==> src/rtl/key_matrix_pkg.sv <==
// Shared types and helpers for the key matrix scanner.
package key_matrix_pkg;

    // Scanner is either walking rows or presenting debounced events.
    typedef enum logic {
        SCAN   = 1'b0,
        REPORT = 1'b1
    } scan_state_t;

    // {row, col} event code width for the default 4x4 matrix.
    localparam int KEY_CODE_WIDTH = 4;

    // Index of the lowest set bit, 0 when the vector is empty.
    function automatic int lowest_set_bit(input logic [31:0] vec);
        int idx;
        idx = 0;
        for (int i = 31; i >= 0; i--) begin
            if (vec[i]) idx = i;
        end
        return idx;
    endfunction

endpackage

==> src/rtl/binary_decoder.sv <==
// Binary index to one-hot decoder, active-high outputs.
module binary_decoder #(
    parameter int WIDTH   = 2,
    parameter int OUTPUTS = 4
) (
    input  logic [WIDTH-1:0]   sel,
    output logic [OUTPUTS-1:0] onehot
);

    // Raise exactly the output selected by sel.
    always_comb begin
        // NOTE: default every combinational output first so no path infers a latch.
        onehot = '0;
        for (int i = 0; i < OUTPUTS; i++) begin
            if (sel == WIDTH'(i)) onehot[i] = 1'b1;
        end
    end

endmodule

==> src/rtl/key_debounce.sv <==
// Per-key debouncer: a state bit flips only after DEBOUNCE_SCANS
// consecutive samples that disagree with it.
module key_debounce
    import key_matrix_pkg::*;
#(
    parameter int DEBOUNCE_SCANS = 4,
    parameter int DEBOUNCE_WIDTH = 3
) (
    input  logic clk,
    input  logic i_rst,
    input  logic sample_en,
    input  logic sample,
    output logic state,
    output logic changed
);

    localparam logic [DEBOUNCE_WIDTH-1:0] LAST = DEBOUNCE_WIDTH'(DEBOUNCE_SCANS - 1);

    logic [DEBOUNCE_WIDTH-1:0] count;

    // Flip happens on the edge where this sample completes the run.
    assign changed = sample_en && (sample != state) && (count == LAST);

    // Count consecutive disagreeing samples; any agreeing sample restarts the run.
    always_ff @(posedge clk) begin
        // NOTE: sequential state uses non-blocking assignments so every flop sees pre-edge values.
        if (i_rst) begin
            count <= '0;
            state <= 1'b0;
        end else if (sample_en) begin
            if (sample == state) begin
                count <= '0;
            end else if (changed) begin
                state <= sample;
                count <= '0;
            end else begin
                count <= count + DEBOUNCE_WIDTH'(1);
            end
        end
    end

endmodule

==> src/rtl/key_matrix_scan.sv <==
// Row/column key matrix scanner with per-key debounce and a valid/ready
// press/release event stream. Events are never dropped: a stalled
// consumer freezes scanning.
// Optional: define KEY_MATRIX_GHOST_REJECT_EN to discard row samples that
// look like ghosting (>=2 active columns sharing a column with a key held
// in another row).
module key_matrix_scan
    import key_matrix_pkg::*;
#(
    parameter int NUM_ROWS              = 4,
    parameter int NUM_ROWS_WIDTH        = 2,
    parameter int NUM_COLS              = 4,
    parameter int NUM_COLS_WIDTH        = 2,
    parameter int CLOCK_DELAY           = 1000,
    parameter int CLOCK_DELAY_WIDTH     = 10,
    parameter int SETTLE_CLOCKS         = 50,
    parameter int DEBOUNCE_SCANS        = 4,
    parameter int DEBOUNCE_WIDTH        = 3,
    parameter int ROW_OUTPUT_ACTIVE_LOW = 0,
    parameter int COL_INPUT_ACTIVE_LOW  = 0
) (
    input  logic                               clk,
    input  logic                               i_rst,
    input  logic [NUM_COLS-1:0]                i_cols,
    input  logic                               i_key_ready,
    output logic [NUM_ROWS-1:0]                o_rows,
    output logic                               o_key_valid,
    output logic [NUM_ROWS_WIDTH+NUM_COLS_WIDTH-1:0] o_key_code,
    output logic                               o_key_pressed,
    output logic [NUM_ROWS*NUM_COLS-1:0]       o_keys
);

    localparam int NUM_KEYS = NUM_ROWS * NUM_COLS;
    localparam logic [NUM_COLS-1:0] COL_IDLE =
        (COL_INPUT_ACTIVE_LOW != 0) ? {NUM_COLS{1'b1}} : {NUM_COLS{1'b0}};

    scan_state_t                state;
    logic [CLOCK_DELAY_WIDTH-1:0] timer;
    logic [NUM_ROWS_WIDTH-1:0]  row;
    logic [NUM_ROWS-1:0]        row_onehot;
    logic [NUM_COLS-1:0]        cols_meta, cols_sync, cols_norm;
    logic [NUM_COLS-1:0]        pending, remaining, row_keys, row_changes;
    logic [NUM_COLS_WIDTH-1:0]  first_col, next_col, cur_col;
    logic [NUM_KEYS-1:0]        keys, changed;
    logic                       sample_now, row_ghost;

    // Row drive: decoded one-hot, inverted for active-low boards.
    binary_decoder #(.WIDTH(NUM_ROWS_WIDTH), .OUTPUTS(NUM_ROWS)) u_row_dec (
        .sel    (row),
        .onehot (row_onehot)
    );
    assign o_rows = (ROW_OUTPUT_ACTIVE_LOW != 0) ? ~row_onehot : row_onehot;

    // Two-flop synchronizer; reset to the idle (not pressed) level.
    always_ff @(posedge clk) begin
        if (i_rst) begin
            cols_meta <= COL_IDLE;
            cols_sync <= COL_IDLE;
        end else begin
            cols_meta <= i_cols;
            cols_sync <= cols_meta;
        end
    end

    assign cols_norm = (COL_INPUT_ACTIVE_LOW != 0) ? ~cols_sync : cols_sync;

`ifdef KEY_MATRIX_GHOST_REJECT_EN
    logic [NUM_COLS-1:0] other_cols;

    // Columns held down in any row other than the one being driven.
    always_comb begin
        other_cols = '0;
        for (int r = 0; r < NUM_ROWS; r++) begin
            if (row != NUM_ROWS_WIDTH'(r)) other_cols |= keys[r*NUM_COLS +: NUM_COLS];
        end
    end

    assign row_ghost = ((cols_norm & (cols_norm - NUM_COLS'(1))) != '0) &&
                       ((cols_norm & other_cols) != '0);
`else
    assign row_ghost = 1'b0;
`endif

    assign sample_now = (state == SCAN) &&
                        (timer == CLOCK_DELAY_WIDTH'(SETTLE_CLOCKS)) && !row_ghost;

    // One debouncer per key, enabled only while its row is sampled.
    for (genvar k = 0; k < NUM_KEYS; k++) begin : g_key
        key_debounce #(
            .DEBOUNCE_SCANS (DEBOUNCE_SCANS),
            .DEBOUNCE_WIDTH (DEBOUNCE_WIDTH)
        ) u_deb (
            .clk       (clk),
            .i_rst     (i_rst),
            .sample_en (sample_now && (row == NUM_ROWS_WIDTH'(k / NUM_COLS))),
            .sample    (cols_norm[k % NUM_COLS]),
            .state     (keys[k]),
            .changed   (changed[k])
        );
    end

    assign o_keys = keys;

    // Debounced state and flip pulses of the currently driven row.
    always_comb begin
        row_keys    = '0;
        row_changes = '0;
        for (int r = 0; r < NUM_ROWS; r++) begin
            if (row == NUM_ROWS_WIDTH'(r)) begin
                row_keys    = keys[r*NUM_COLS +: NUM_COLS];
                row_changes = changed[r*NUM_COLS +: NUM_COLS];
            end
        end
    end

    assign cur_col   = o_key_code[NUM_COLS_WIDTH-1:0];
    assign remaining = pending & ~(NUM_COLS'(1) << cur_col);
    assign first_col = NUM_COLS_WIDTH'(lowest_set_bit(32'(row_changes)));
    assign next_col  = NUM_COLS_WIDTH'(lowest_set_bit(32'(remaining)));

    // Scan/report FSM with registered event outputs.
    always_ff @(posedge clk) begin
        if (i_rst) begin
            state         <= SCAN;
            timer         <= '0;
            row           <= '0;
            pending       <= '0;
            o_key_valid   <= 1'b0;
            o_key_code    <= '0;
            o_key_pressed <= 1'b0;
        end else begin
            case (state)
                SCAN: begin
                    if (timer == CLOCK_DELAY_WIDTH'(CLOCK_DELAY - 1)) begin
                        timer <= '0;
                        row   <= (row == NUM_ROWS_WIDTH'(NUM_ROWS - 1)) ? '0 : row + NUM_ROWS_WIDTH'(1);
                    end else begin
                        timer <= timer + CLOCK_DELAY_WIDTH'(1);
                    end
                    // Key state flips on this edge, so the new level is the inverse of row_keys.
                    if (sample_now && (row_changes != '0)) begin
                        pending       <= row_changes;
                        o_key_valid   <= 1'b1;
                        o_key_code    <= {row, first_col};
                        o_key_pressed <= ~row_keys[first_col];
                        state         <= REPORT;
                    end
                end
                REPORT: begin
                    if (o_key_valid && i_key_ready) begin
                        pending <= remaining;
                        if (remaining != '0) begin
                            o_key_code    <= {row, next_col};
                            o_key_pressed <= row_keys[next_col];
                        end else begin
                            o_key_valid <= 1'b0;
                            state       <= SCAN;
                        end
                    end
                end
                default: state <= SCAN;
            endcase
        end
    end

endmodule

==> config.mk <==
export PLATFORM = sky130hd
export DESIGN_NAME = key_matrix_scan
export DESIGN_NICKNAME = d
export VERILOG_FILES = /design/src/rtl/key_matrix_pkg.sv /design/src/rtl/binary_decoder.sv /design/src/rtl/key_debounce.sv /design/src/rtl/key_matrix_scan.sv
export SDC_FILE = /design/constraint.sdc
export NUM_CORES = 1
export LEC_CHECK = 0
export BUFFER_PORTS_ARGS = -buffer_cell sky130_fd_sc_hd__buf_2
export CAP_MARGIN = 0
export CORE_AREA = 2 2 100 92
export DETAILED_ROUTE_END_ITERATION = 7
export DIE_AREA = 0 0 102 94
export GPL_TIMING_DRIVEN = 1
export PLACE_DENSITY = 0.81
export SYNTH_ARGS = -nofsm -noshare
export SYNTH_HDL_FRONTEND = slang
export SYNTH_SLANG_ARGS = --single-unit
==> constraint.sdc <==
create_clock -name clk -period 3 [get_ports clk]
set_clock_uncertainty 0.05 [all_clocks]
set_input_delay 0.3 -clock clk [delete_from_list [all_inputs] [get_ports clk]]
set_output_delay 0.3 -clock clk [all_outputs]
set_load 0.05 [all_outputs]
---- Yosys cells after proc, flatten, opt, wreduce, memory -nomap -nowiden ----
Cells that the tools add are included.
cells by class
  equal/unequal tests ..................... 57
  bitwise gates (word level) .............. 20
  $add $sub $neg .......................... 18
  reduce and logical (&&, ||, !) cells .... 62
  $lt $le $gt $ge ......................... 2
  shifts and indexed selects .............. 1
  mux-type cells .......................... 77
operator list
  operator                                                                  number
  3-bit two-way mux                                                         32
  3-bit AND reduction                                                       18
  4-bit two-way mux                                                         13
  3-bit by 1-bit adder with 3-bit output (second input constant)            16
  3-bit by 2-bit equality test with 1-bit output (second input constant)    16
  1-bit logical AND                                                         39
  2-bit two-way mux                                                         9
  1-bit NOT                                                                 18
  1-bit equality test                                                       16
  1-bit inequality test                                                     16
  4-bit one-hot mux with 2 select lines                                     2
  1-bit two-way mux                                                         15
  10-bit by 1-bit adder with 10-bit output (second input constant)          1
  10-bit equality test (second input constant)                              1
  10-bit by 6-bit equality test with 1-bit output (second input constant)   1
  10-bit two-way mux                                                        1
  4-bit nonzero test                                                        2
  2-bit by 3-bit < comparator with 1-bit output (second input constant)     2
  2-bit by 1-bit inequality test with 1-bit output (second input constant)  3
  1-bit one-hot mux with 2 select lines                                     3
  4-bit bitwise AND                                                         1
  1-bit binary-select mux with 2-bit select                                 2
  2-bit equality test (second input constant)                               2
  4-bit NOT                                                                 1
  6 further kinds                                                           7
storage, ports and cells
  input bits .............................. 7
  register bits ........................... 95
  word-level logic and storage cells ...... 278

---- Logic depth before layout (Yosys ltp) ----
Gate-level depths: netlist (run 1).
  depth after elaboration ................. 18
  mapped depth ............................ 11

---- Cells and area by module ----
Synthesis (run 1) repeated with hierarchy kept, for this count alone.
unflattened totals
  cell total of the unflattened synthesis .. 534
  area, all modules ....................... 4,941.0 um2
modules (own cells, without submodules)
  module                              cells an instance  instances  seq. area each (um2)  area an instance (um2)
  key_debounce at g_key[0].u_deb ...  20                 15         80.1                  191.4
  key_matrix_scan                     211                1          620.6                 1,826.8
  key_debounce at g_key[9].u_deb      19                 1          80.1                  216.5
  binary_decoder                      4                  1          0.0                   26.3

---- Worst setup path after synthesis (run 1) ----
No wires, ideal clock.
  path kind ............................... register to register
  from .................................... reg row[0]
  to ...................................... reg o_key_pressed
  library setup time ...................... 0.084 ns
  slack ................................... 0.449 ns
  required time ........................... 2.866 ns
  stages on the path, launching flop included .. 9
  data arrival time ....................... 2.416 ns
  cells stage by stage .................... dfxtp_1 -> ha_1 -> clkbuf_8 -> nor2_1 -> a221oi_4 -> nand2b_4 -> o211ai_1 -> a211o_1 -> o31ai_2
between the ends
  longest elaborated chain between the ends .. 17
  elaborated cells between the ends (all ways) .. 65
  classes of those cells .................. eq/ne: 4; mux: 20; bitwise: 1; reduce/logical: 40
ends and longest elaborated chain
  what                                       RTL line                                       RTL
  start: declaration                         key_matrix_scan.sv:39                          logic [NUM_ROWS_WIDTH-1:0] row;
  start signal: assignment                   key_matrix_scan.sv:136                         row <= (row == NUM_ROWS_WIDTH'(NUM_ROWS - 1)) ? '0 : row + NUM_ROWS_WIDTH'(1);
  2-bit logical NOT                          key_matrix_scan.sv:95, key_matrix_scan.sv:109
  1-bit logical AND                          key_matrix_scan.sv:95                          .sample_en (sample_now && (row == NUM_ROWS_WIDTH'(k / NUM_COLS))),
  1-bit logical AND (2 in series)            key_debounce.sv:22                             assign changed = sample_en && (sample != state) && (count == LAST);
  4-bit two-way mux (4 in series)            key_matrix_scan.sv:109                         if (row == NUM_ROWS_WIDTH'(r)) begin
  2-bit two-way mux (4 in series)            key_matrix_pkg.sv:18                           if (vec[i]) idx = i;
  1-bit binary-select mux with 2-bit select  key_matrix_scan.sv:145                         o_key_pressed <= ~row_keys[first_col];
  1-bit two-way mux (implied by the code)    key_matrix_scan.sv:145
  1-bit NOT                                  key_matrix_scan.sv:145
  1-bit two-way mux                          key_matrix_scan.sv:141                         if (sample_now && (row_changes != '0)) begin
  1-bit one-hot mux with 2 select lines      key_matrix_scan.sv:132                         case (state)
  end signal: assignment                     key_matrix_scan.sv:145
  end signal: assignment                     key_matrix_scan.sv:154                         o_key_pressed <= row_keys[next_col];
  end: declaration                           key_matrix_scan.sv:29                          output logic o_key_pressed,
Parallel ways exist; a longest one is shown, timed or not. The select of a mux whose other input is x is not followed.
A chain may end at the register's enable or synchronous reset.

---- Worst setup path in the final report (run 1) ----
  from .................................... reg row[0]
  to ...................................... reg pending[3]
between the ends
  longest elaborated chain between the ends .. 12
  elaborated cells between the ends (all ways) .. 50
  classes of those cells .................. eq/ne: 4; mux: 6; reduce/logical: 40
ends and longest elaborated chain
  what                                                               RTL line                                       RTL
  2-bit logical NOT                                                  key_matrix_scan.sv:95, key_matrix_scan.sv:109
  1-bit logical AND                                                  key_matrix_scan.sv:95
  1-bit logical AND (2 in series)                                    key_debounce.sv:22
  4-bit two-way mux (3 in series)                                    key_matrix_scan.sv:109
  4-bit two-way mux (*)                                              key_matrix_scan.sv:109
  4-bit nonzero test                                                 key_matrix_scan.sv:141
  1-bit logical AND                                                  key_matrix_scan.sv:141
  2-bit by 1-bit inequality test with 1-bit output (no source line)  n/a
  2-bit AND reduction (no source line)                               n/a
  end signal: assignment                                             key_matrix_scan.sv:142                         pending <= row_changes;
  end signal: assignment                                             key_matrix_scan.sv:151                         pending <= remaining;
  end: declaration                                                   key_matrix_scan.sv:42                          logic [NUM_COLS-1:0] pending, remaining, row_keys, row_changes;
Every way passes the cells marked *; elsewhere a longest branch is shown, timed or not. The select of a mux whose other input is x is not followed.

==> results of run 1 <==
[layout make-up]
class / instances / share of cell area, %
multi-input combinational: 430 / 53.52
sequential: 95 / 35.52
timing repair buffer: 38 / 3.833
clock buffer: 13 / 2.781
tap: 119 / 2.781
clock inverter: 3 / 0.7946
inverter: 11 / 0.7712
[worst max path at each step]
stage                                    from                          to  depth (start not counted)
final                     row[0]$_SDFFE_PP0P_     pending[3]$_SDFFE_PP0P_                          8
after global routing      row[0]$_SDFFE_PP0P_     pending[3]$_SDFFE_PP0P_                          8
after CTS                 row[0]$_SDFFE_PP0P_     pending[3]$_SDFFE_PP0P_                          8
after detailed placement  row[0]$_SDFFE_PP0P_  o_key_code[3]$_SDFFE_PP0P_                          8
after global placement    row[0]$_SDFFE_PP0P_  o_key_code[2]$_SDFFE_PP0P_                          8
after floorplan           row[0]$_SDFFE_PP0P_  o_key_pressed$_SDFFE_PP0P_                          8
[placed cells by master, fill, tap and decap left out, types with 10 or more instances in the layout]
cell type / Yosys / final
a21oi_1: 56 / 56
and3b_1: 15 / 15
buf_2: 5 / 32
clkbuf_8: 3 / 10
dfxtp_1: 95 / 95
ha_1: 22 / 22
inv_1: 11 / 11
mux2i_1: 18 / 18
nand2_1: 51 / 51
nand2b_1: 10 / 10
nand3_1: 16 / 16
nand3b_1: 13 / 13
nor2_1: 63 / 63
nor2b_1: 23 / 23
nor4_1: 12 / 12
o21ai_0: 28 / 28
xnor2_1: 12 / 12
xor2_1: 11 / 11
[report_power, final]
group	internal (mW)	leakage, nW	switching [mW]
clock network	0.408	0.0936	0.426
registers	1.27	0.767	0.0111
logic	0.0302	1.25	0.0424
total	1.71	2.11	0.480
[metal layers]
layer	up-vias	wire, µm	GRT usage, %
met5	-	0	0
met3	18	510	4.762
met4	0	216	10.67
met2	103	5182	39.04
met1	1951	4908	30.76
li1	2032	-	-
[through the flow]
stage / power [mW] / util (%) / hold WS (ns)
after detailed placement: 1.382 / 60.82 / 0.3704
after global placement: 1.379 / 60.82 / 0.3680
final: 2.186 / 63.07 / 0.08897
after CTS: 2.202 / 63.07 / 0.07167
after global routing: 2.258 / 63.07 / 0.07936
after floorplan: 1.366 / - / 0.3638
[state kept, by name (all words and copies together) (netlist names)]
name and cells:
g_key.u_deb.count 48, g_key.u_deb.state 16, timer 10, cols_meta 4, cols_norm 4, o_key_code 4
pending 4, row 2, o_key_pressed 1, o_key_valid 1, state 1
[cell families (layout without fill, tap and decap cells)]
| kind of cell | after synthesis | in the layout | share of synthesized area, % |
|---|---|---|---|
| AOI/OAI and AO/OA | 119 | 119 | 14.97 |
| xor gates and xnor gates | 28 | 28 | 5.960 |
| adders and majority gates | 22 | 22 | 5.374 |
| buffers and inverters | 60 | 65 | 6.937 |
| DFF | 95 | 95 | 37.13 |
| muxes | 19 | 19 | 3.737 |
| and+or+nand+nor | 242 | 242 | 25.89 |
[worst reg2reg max path, cell delays in order, from the launching register on]
cell and delay, ns:
dfxtp_1 0.44, ha_1 0.55, nand4bb_1 0.22, o22ai_2 0.10
a221oi_4 0.38, a41oi_2 0.21, a21oi_1 0.32, o21ai_0 0.18
a21oi_1 0.17
==> results.ini, run 1 <==
[status]
status=finished, final reports clean

[finish]
finalNonFillerCells=709
syn2layout_area_growth_pct=4.519
fin_area_um2=5354
nFillCells=740
drive_gt1_share_pct=12.88
nNetsFinal=614
seq_area_um2=1902
antennaDiodeCount=0
multiInputGateArea_um2=2865

[critical_path]
crit_arrival_ns=2.92
r2r_slack_ns=0.31
worst-setup-path-type=reg -> reg
required_ns=3.23
startpoint_type=flip-flop
crit_path_cell_trace=ha_1 -> nand4bb_1 -> o22ai_2 -> a221oi_4 -> a41oi_2 -> a21oi_1 -> o21ai_0 -> a21oi_1
cpMostUsedCell=a21oi_1
rr_worst_depth=8
worst-path-buf-inv=0
worst_path_max_delay_cell=ha_1
max_stage_delay_ns=0.55
timing.rr.end=pending[3]$_SDFFE_PP0P_
critPathTopFamily=compound AO/OA/AOI/OAI gates
crit_path_end_kind=flip-flop
r2r_start=row[0]$_SDFFE_PP0P_
cp_max_fo=17

[global_route]
overflow=0
antenna_found_initial=0
grt_pass1_wl_um=18080
grt_start_max_net_pins=58
grtUsageTotal_pct=24.01
grt_pass1_vias=3817

[floorplanning]
die_area_um2=9588
start_util_pct=60.35
core_um2=8488
die_h_um=94
rows=32
ios=33
die_w_um=102

[sta]
maxSlewViolCount=0
setup_viol=0
max_freq_mhz=372.3
period_needed_ns=2.686
period_share_pct=89.53
rsz0062_at_grt=false
fin_tns_setup_ns=0
slew_headroom_pct=36.96
hold_viol=0
final.setup.worst_slack_ns=0.3140
tightest_slew_ns=0.9456

[min_path]
hold_start=i_cols[2]
hold_depth=2
worstHoldPathType=in -> reg
min_to=cols_meta[2]$_SDFF_PP0_

[placed_design]
place_ws_ns=0.3705
place_area_um2=5162
hpwl_um=7915
dp.cells=693
port_buffers=32
gp_congestion=0.8622

[route]
route.detailed.drc=0
dr.pass1.iters=5
first_iter_violations=328
avgRoutedWirePerCell_um=15.26
ant_nets=0
wl_um=10820
avgViaCountPerCell=5.788
num_vias=4104

[synthesis]
ys_seq_elements=95
syn_area_um2=5122
avgSynthCellArea_um2=8.756
yosys_warnings=0
synth_top_area_share_pct=37.13
yosysUniqueCellTypes=67
netlist_top_cells_count=dfxtp_1, nor2_1, a21oi_1
yosysTopAreaCell=dfxtp_1
synth_edf_count=0
yosys.cell_count.top_type=dfxtp_1
synth_ff_type=dfxtp_1
yosys-top-cells-area=dfxtp_1, a21oi_1, ha_1, nor2_1, nand2_1
async_flop_share_pct=0
synth-seq-area-share_pct=37.13
synth_nets=614
synthCells=585

[clocking]
cts_root_buffer=clkbuf_8
clk_pin_slew_worst_paths_ns=0.08
clock-sinks=95
cts_resized=0
cts_setup_buffers=0
clockBufferDepth=2
cts_tree=done
htree_num_levels=3
cts-buffers-inserted=9
cts_hold_buf=0
clock_latency_ns=0.37

[flow_run]
drv_cap=0

[power_and_ir_drop]
p_leak_nw=2.109
max-vdd-ir-drop_v=0.0003469
pwr_density_cell_nw_per_um2=408.3

Note: power is estimated with default switching activity, not from simulation.
==> run 2: changes to the inputs <==
==> constraint.sdc (replaced) <==
create_clock -name clk -period 3 [get_ports clk]
set_clock_uncertainty 0.05 [all_clocks]
set_input_delay 0 -clock clk [delete_from_list [all_inputs] [get_ports clk]]
set_output_delay 0 -clock clk [all_outputs]
set_load 0.05 [all_outputs]
==> results.ini, run 2 (synthesis gave the netlist of run 1 again) <==
[route]
avgViaCountPerCell=5.815  ; +0.46%
highest_layer=met4
num_vias=4152  ; +1.2%
first_iter_violations=245  ; -25%
dr.pass1.iters=5  ; unchanged
wl_met3_um=531  ; +4.1%
met1_length_um=4870  ; -0.77%
route.detailed.drc=0  ; unchanged
avgRoutedWirePerCell_um=15.26  ; about the same
wl_met2_um=5227  ; +0.87%
wl_um=10890  ; +0.70%
ant_nets=0  ; unchanged

[finish]
fin_area_um2=5416  ; +1.2%
syn2layout_area_growth_pct=5.740
reg_top3=g_key.u_deb.count: 48 flops, g_key.u_deb.state: 16 flops, timer: 10 flops
layout_commonest_cell=dfxtp_1
largest_register=g_key.u_deb.count
drive_gt1_share_pct=13.28  ; +0.40 points
nFillCells=686  ; -7.3%
mostFrequentLayoutCells=dfxtp_1, nor2_1, a21oi_1
antennaDiodeCount=0  ; unchanged
nNetsFinal=619  ; +0.81%
largest_reg_flops=48  ; unchanged

[power_and_ir_drop]
max-vdd-ir-drop_v=0.0003218  ; -7.2%
p_leak_nw=2.138  ; +1.4%
pwr_density_cell_nw_per_um2=412.2  ; +0.94%

[sta]
rsz0062_at_grt=false
period_share_pct=88.58  ; -0.95 points
fin_tns_setup_ns=0  ; unchanged
tightest_slew_ns=0.9414  ; -0.004187 ns
setup_viol=0  ; unchanged
period_needed_ns=2.657  ; -0.02859 ns
maxSlewViolCount=0  ; unchanged
max_freq_mhz=376.3  ; +1.1%
slew_headroom_pct=37.24  ; +0.28 points
hold_viol=0  ; unchanged

[global_route]
antenna_found_initial=0  ; unchanged
grtUsageTotal_pct=24.03  ; about the same
grt_pass1_wl_um=18200  ; +0.61%
overflow=0  ; unchanged
grt_pass1_vias=3860  ; +1.1%
grt_start_max_net_pins=54  ; -6.9%

[floorplanning]
rows=32  ; unchanged
die_area_um2=9588  ; unchanged
core_um2=8488  ; unchanged
die_w_um=102  ; unchanged
ios=33  ; unchanged
die_h_um=94  ; unchanged
start_util_pct=60.35  ; unchanged

[placed_design]
hpwl_um=7720  ; -2.5%
port_buffers=32  ; unchanged
place_area_um2=5162  ; unchanged
gp_congestion=0.8439  ; -2.1%

[flow_run]
drv_cap=0  ; unchanged

[clocking]
cts_tree=done
htree_num_levels=3  ; unchanged
clk_pin_slew_worst_paths_ns=0.10  ; +0.02 ns
cts_root_buffer=clkbuf_8
clock-sinks=95  ; unchanged
clockBufferDepth=2  ; unchanged
cts-buffers-inserted=9  ; unchanged
clock_latency_ns=0.37  ; about the same
cts_setup_buffers=0  ; unchanged

[critical_path]
crit_path_cell_trace=ha_1 -> nand4bb_1 -> o22ai_2 -> a221oi_4 -> a41oi_2 -> o21ai_4 -> a21oi_1 -> a221oi_2
crit_arrival_ns=2.89  ; -0.03 ns
required_ns=3.23  ; about the same
worst_path_max_delay_cell=ha_1
crit_path_end_kind=flip-flop
cp_max_fo=17  ; unchanged
critPathTopFamily=compound AO/OA/AOI/OAI gates
worst-setup-path-type=reg -> reg
worst-path-buf-inv=0  ; unchanged
startpoint_type=flip-flop
max_stage_delay_ns=0.55  ; about the same

[min_path]
worstHoldPathType=in -> reg

[status]
status=finished, final reports clean

-- run 2: cell types whose count changed in the layout (fill, tap and decap cells not counted) --
cell,before,now
inv_8,0,1
clkbuf_1,3,0
dlygate4sd3_1,0,5
clkbuf_8,10,9
clkinv_4,0,1
inv_6,0,2
-- run 2: metrics by stage --
step | setup WS [ns] | power [mW] | utilization [%] | cells | hold WS, ns
after floorplan | 0.4493 | 1.366 | - | 585 | 0.07818
after global placement | 0.5204 | 1.378 | 60.82 | 693 | 0.1581
after detailed placement | 0.4231 | 1.381 | 60.82 | 693 | 0.1646
after CTS | 0.3858 | 2.246 | 63.81 | 714 | 0.1982
after global routing | 0.08646 | 2.313 | 63.81 | 714 | 0.2510
final | 0.3426 | 2.233 | 63.81 | 714 | 0.2072
-- run 2: timing repair --
item | CTS | global route
endpoints found under the hold margin | 6 | 0
resized for setup | 0 | 0
hold buffers | 5 | 0
-- run 2: power breakdown --
group / leakage, nW / switching, mW / total [mW] / internal, mW
sequential: 0.767 / 0.0124 / 1.28 / 1.27
clock: 0.102 / 0.478 / 0.875 / 0.397
combinational: 1.27 / 0.0430 / 0.0766 / 0.0335
total: 2.14 / 0.534 / 2.23 / 1.70
-- run 2: layer usage --
metal / vias up / track usage (%)
met5: - / 0
met4: 0 / 10.00
met3: 24 / 4.688
met2: 121 / 38.60
met1: 1971 / 31.52
li1: 2036 / -
-- run 2: final timing paths --
kind	start	end	slack, ns	cells after the start
setup / recovery	row[0]$_SDFFE_PP0P_	o_key_code[0]$_SDFFE_PP0P_	0.34	8
hold / removal	i_rst	g_key[12].u_deb.state$_SDFFE_PP0P_	0.21	2
setup reg to reg	row[0]$_SDFFE_PP0P_	o_key_code[0]$_SDFFE_PP0P_	0.34	8
hold reg to reg	cols_meta[2]$_SDFF_PP0_	cols_norm[2]$_SDFF_PP0_	0.39	1
-- run 2: area by class of cell --
type                       count  area, µm²  share of cell area, %
clock inverter                 7      80.08                  1.478
clock buffer                   9      123.9                  2.287
multi-input combinational    430       2865                  52.90
timing repair buffer          43      255.2                  4.712
inverter                      11      41.29                 0.7623
sequential                    95       1902                  35.11
tap                          119      148.9                  2.749
==> run 3: changes to the inputs <==
Settings changed: ABC_AREA from default to 1, CORE_AREA 2 2 100 92 to 2 2 99 92, DIE_AREA 0 0 102 94 to 0 0 101 94, GPL_ROUTABILITY_DRIVEN from default to 0, PLACE_DENSITY 0.81 to 0.79.
==> results.ini, run 3 <==
[synthesis]
synth_edf_count=0  ; unchanged
netlist_top_cells_count=inv_1, dfxtp_1, nor2_1
async_flop_share_pct=0  ; unchanged
avgSynthCellArea_um2=7.462  ; -15%
yosys_warnings=0  ; unchanged
synth_ff_type=dfxtp_1
yosys.cell_count.top_type=inv_1
syn_area_um2=4932  ; -3.7%
ys_seq_elements=95  ; unchanged
synth-seq-area-share_pct=38.56  ; +1.4 points
yosysUniqueCellTypes=42  ; -37%
yosysTopAreaCell=dfxtp_1
synth_top_area_share_pct=38.56  ; +1.4 points
synth_nets=690  ; +12%
synthCells=661  ; +13%
yosys-top-cells-area=dfxtp_1, inv_1, nor2_1, nand2_1, ha_1

[floorplanning]
core_um2=8408  ; -0.94%
die_h_um=94  ; unchanged
ios=33  ; unchanged
die_w_um=101  ; -0.98%
start_util_pct=58.66  ; -1.7 points
die_area_um2=9494  ; -0.98%
rows=32  ; unchanged

[min_path]
worstHoldPathType=in -> reg
hold_depth=4  ; +2
hold_start=i_key_ready
min_to=o_key_valid$_SDFFE_PP0P_

[sta]
max_freq_mhz=371.1  ; -1.4%
fin_tns_setup_ns=0  ; unchanged
period_share_pct=89.83  ; +1.3 points
setup_viol=0  ; unchanged
hold_viol=0  ; unchanged
slew_headroom_pct=25.73  ; -12 points
rsz0062_at_grt=false
tightest_slew_ns=1.113  ; +0.1713 ns
final.setup.worst_slack_ns=0.3051  ; -0.03756 ns
maxSlewViolCount=0  ; unchanged
period_needed_ns=2.695  ; +0.03756 ns

[critical_path]
cp_max_fo=8  ; -9
cpMostUsedCell=nand2_1
startpoint_type=flip-flop
worst_path_max_delay_cell=nor3_4
crit_arrival_ns=2.95  ; +0.06 ns
crit_path_end_kind=flip-flop
required_ns=3.26  ; +0.03 ns
max_stage_delay_ns=0.39  ; -0.16 ns
rr_worst_depth=18  ; +10
r2r_slack_ns=0.31  ; -0.04 ns
worst-setup-path-type=reg -> reg
timing.rr.end=pending[2]$_SDFFE_PP0P_
r2r_start=row[0]$_SDFFE_PP0P_
crit_path_cell_trace=inv_1 -> ha_1 -> inv_1 -> nor3_4 -> nand2_2 -> nor2_1 -> nand2_1 -> nand2_1 -> nand2_1 -> nand2_1 -> nand2_1 -> nand2_1 -> nor2_2 -> nand2_2 -> inv_2 -> o21ai_4 -> o21ai_2 -> a21oi_1

[clocking]
cts_root_buffer=clkbuf_8
cts-buffers-inserted=9  ; unchanged
cts_tree=done
clk_pin_slew_worst_paths_ns=0.10  ; about the same
clockBufferDepth=2  ; unchanged
htree_num_levels=3  ; unchanged
clock_latency_ns=0.37  ; about the same
clock-sinks=95  ; unchanged

[power_and_ir_drop]
pwr_density_cell_nw_per_um2=417.4  ; +1.3%
power_mw=2.199  ; -1.5%
p_leak_nw=2.407  ; +13%
max-vdd-ir-drop_v=0.0002585  ; -20%

[finish]
nFillCells=753  ; +9.8%
reg_top3=g_key.u_deb.count: 48 flops, g_key.u_deb.state: 16 flops, timer: 10 flops
fin_area_um2=5269  ; -2.7%
syn2layout_area_growth_pct=6.824
seq_area_um2=1902  ; unchanged
multiInputGateArea_um2=2441  ; -15%
layout_commonest_cell=inv_1
mostFrequentLayoutCells=inv_1, dfxtp_1, nor2_1
largest_register=g_key.u_deb.count
nNetsFinal=705  ; +14%
largest_reg_flops=48  ; unchanged
antennaDiodeCount=0  ; unchanged
drive_gt1_share_pct=13.95  ; +0.67 points

[global_route]
grtUsageTotal_pct=24.29  ; +0.27 points
overflow=0  ; unchanged
grt_start_max_net_pins=60  ; +11%
grt_pass1_wl_um=18270  ; +0.42%
grt_pass1_vias=4075  ; +5.6%
antenna_found_initial=0  ; unchanged

[route]
first_iter_violations=220  ; -10%
avgViaCountPerCell=5.513  ; -5.2%
ant_nets=0  ; unchanged
avgRoutedWirePerCell_um=13.84  ; -9.3%
num_vias=4317  ; +4.0%
dr.pass1.iters=5  ; unchanged
wl_um=10840  ; -0.54%
route.detailed.drc=0  ; unchanged

[placed_design]
place_ws_ns=0.3541  ; -0.06898 ns
hpwl_um=7794  ; +0.96%
port_buffers=32  ; unchanged
place_area_um2=5034  ; -2.5%

[status]
status=finished, final reports clean

[flow_run]
drv_cap=0  ; unchanged

-- run 3: cell count changes after synthesis, sizes merged, moves of 14 or more --
cell,change
a211oi,+15
and3b,-15
clkbuf,-14
inv,+92
mux2i,-17
nand2,+40
nand3,+16
nor2,+36
nor2b,-23
o21ai,+18
-- run 3: layout make-up --
type                            count  share of cell area (%)
Sequential cell                    95                   36.10
Inverter                          105                   7.504
Multi-Input combinational cell    428                   46.33
Tap cell                          102                   2.422
Timing Repair Buffer               37                   3.942
Clock buffer                        9                   2.351
Clock inverter                      7                   1.354
-- run 3: kinds of logic after synthesis --
group,synth area share (%)
DFF,38.56
adders and majority gates,5.581
muxes,0.2030
xor gates and xnor gates,3.197
and+or+nand+nor,25.47
AOI/OAI and AO/OA,15.04
buffers and inverters,11.95
-- run 3: worst max path at each step --
stage / start / endpoint / slack, ns / depth (start not counted)
global placement: row[0]$_SDFFE_PP0P_ / o_key_code[1]$_SDFFE_PP0P_ / 0.45 / 17
finish: row[0]$_SDFFE_PP0P_ / pending[2]$_SDFFE_PP0P_ / 0.31 / 18
CTS: row[0]$_SDFFE_PP0P_ / pending[2]$_SDFFE_PP0P_ / 0.33 / 18
detailed placement: row[0]$_SDFFE_PP0P_ / pending[2]$_SDFFE_PP0P_ / 0.35 / 18
floorplan: row[0]$_SDFFE_PP0P_ / o_key_code[1]$_SDFFE_PP0P_ / 0.41 / 17
global route: row[0]$_SDFFE_PP0P_ / pending[2]$_SDFFE_PP0P_ / 0.05 / 18
-- run 3: routing by layer --
layer | share of wire [%] | track usage (%) | up-vias
met5 | 0 | 0 | -
met4 | 2.0 | 7.658 | 0
met3 | 5.6 | 5.060 | 18
met2 | 48 | 40.83 | 113
met1 | 45 | 31.25 | 2017
li1 | - | - | 2169
-- run 3: repair_timing --
item,CTS,global route
gates resized for setup,0,0
hold endpoints to repair,4,0
setup buffers,0,0
hold buffers,4,0
-- run 3: critical path: cells and delay by family (launching register included) --
kind | cells | cell delay (ns)
adders and majority gates | 1 | 0.31
and+or+nand+nor | 11 | 1.21
DFF | 1 | 0.35
buffers and inverters | 3 | 0.35
AOI/OAI and AO/OA | 3 | 0.36
-- run 3: per-stage QoR --
step                hold slack, ns  utilization, %  std cells
finish                     0.01397           62.66        783
detailed placement          0.1557           59.87        763
floorplan                  0.05697               -        661
global route               0.08040           62.66        783
CTS                        0.02072           62.66        783
global placement            0.1485           59.87        763
-- run 3: report_power, final --
| group | total, mW | internal [mW] | leakage, nW | switching (mW) |
|---|---|---|---|---|
| combinational | 0.0676 | 0.0213 | 1.54 | 0.0463 |
| clock | 0.850 | 0.388 | 0.104 | 0.462 |
| sequential | 1.28 | 1.27 | 0.767 | 0.0131 |
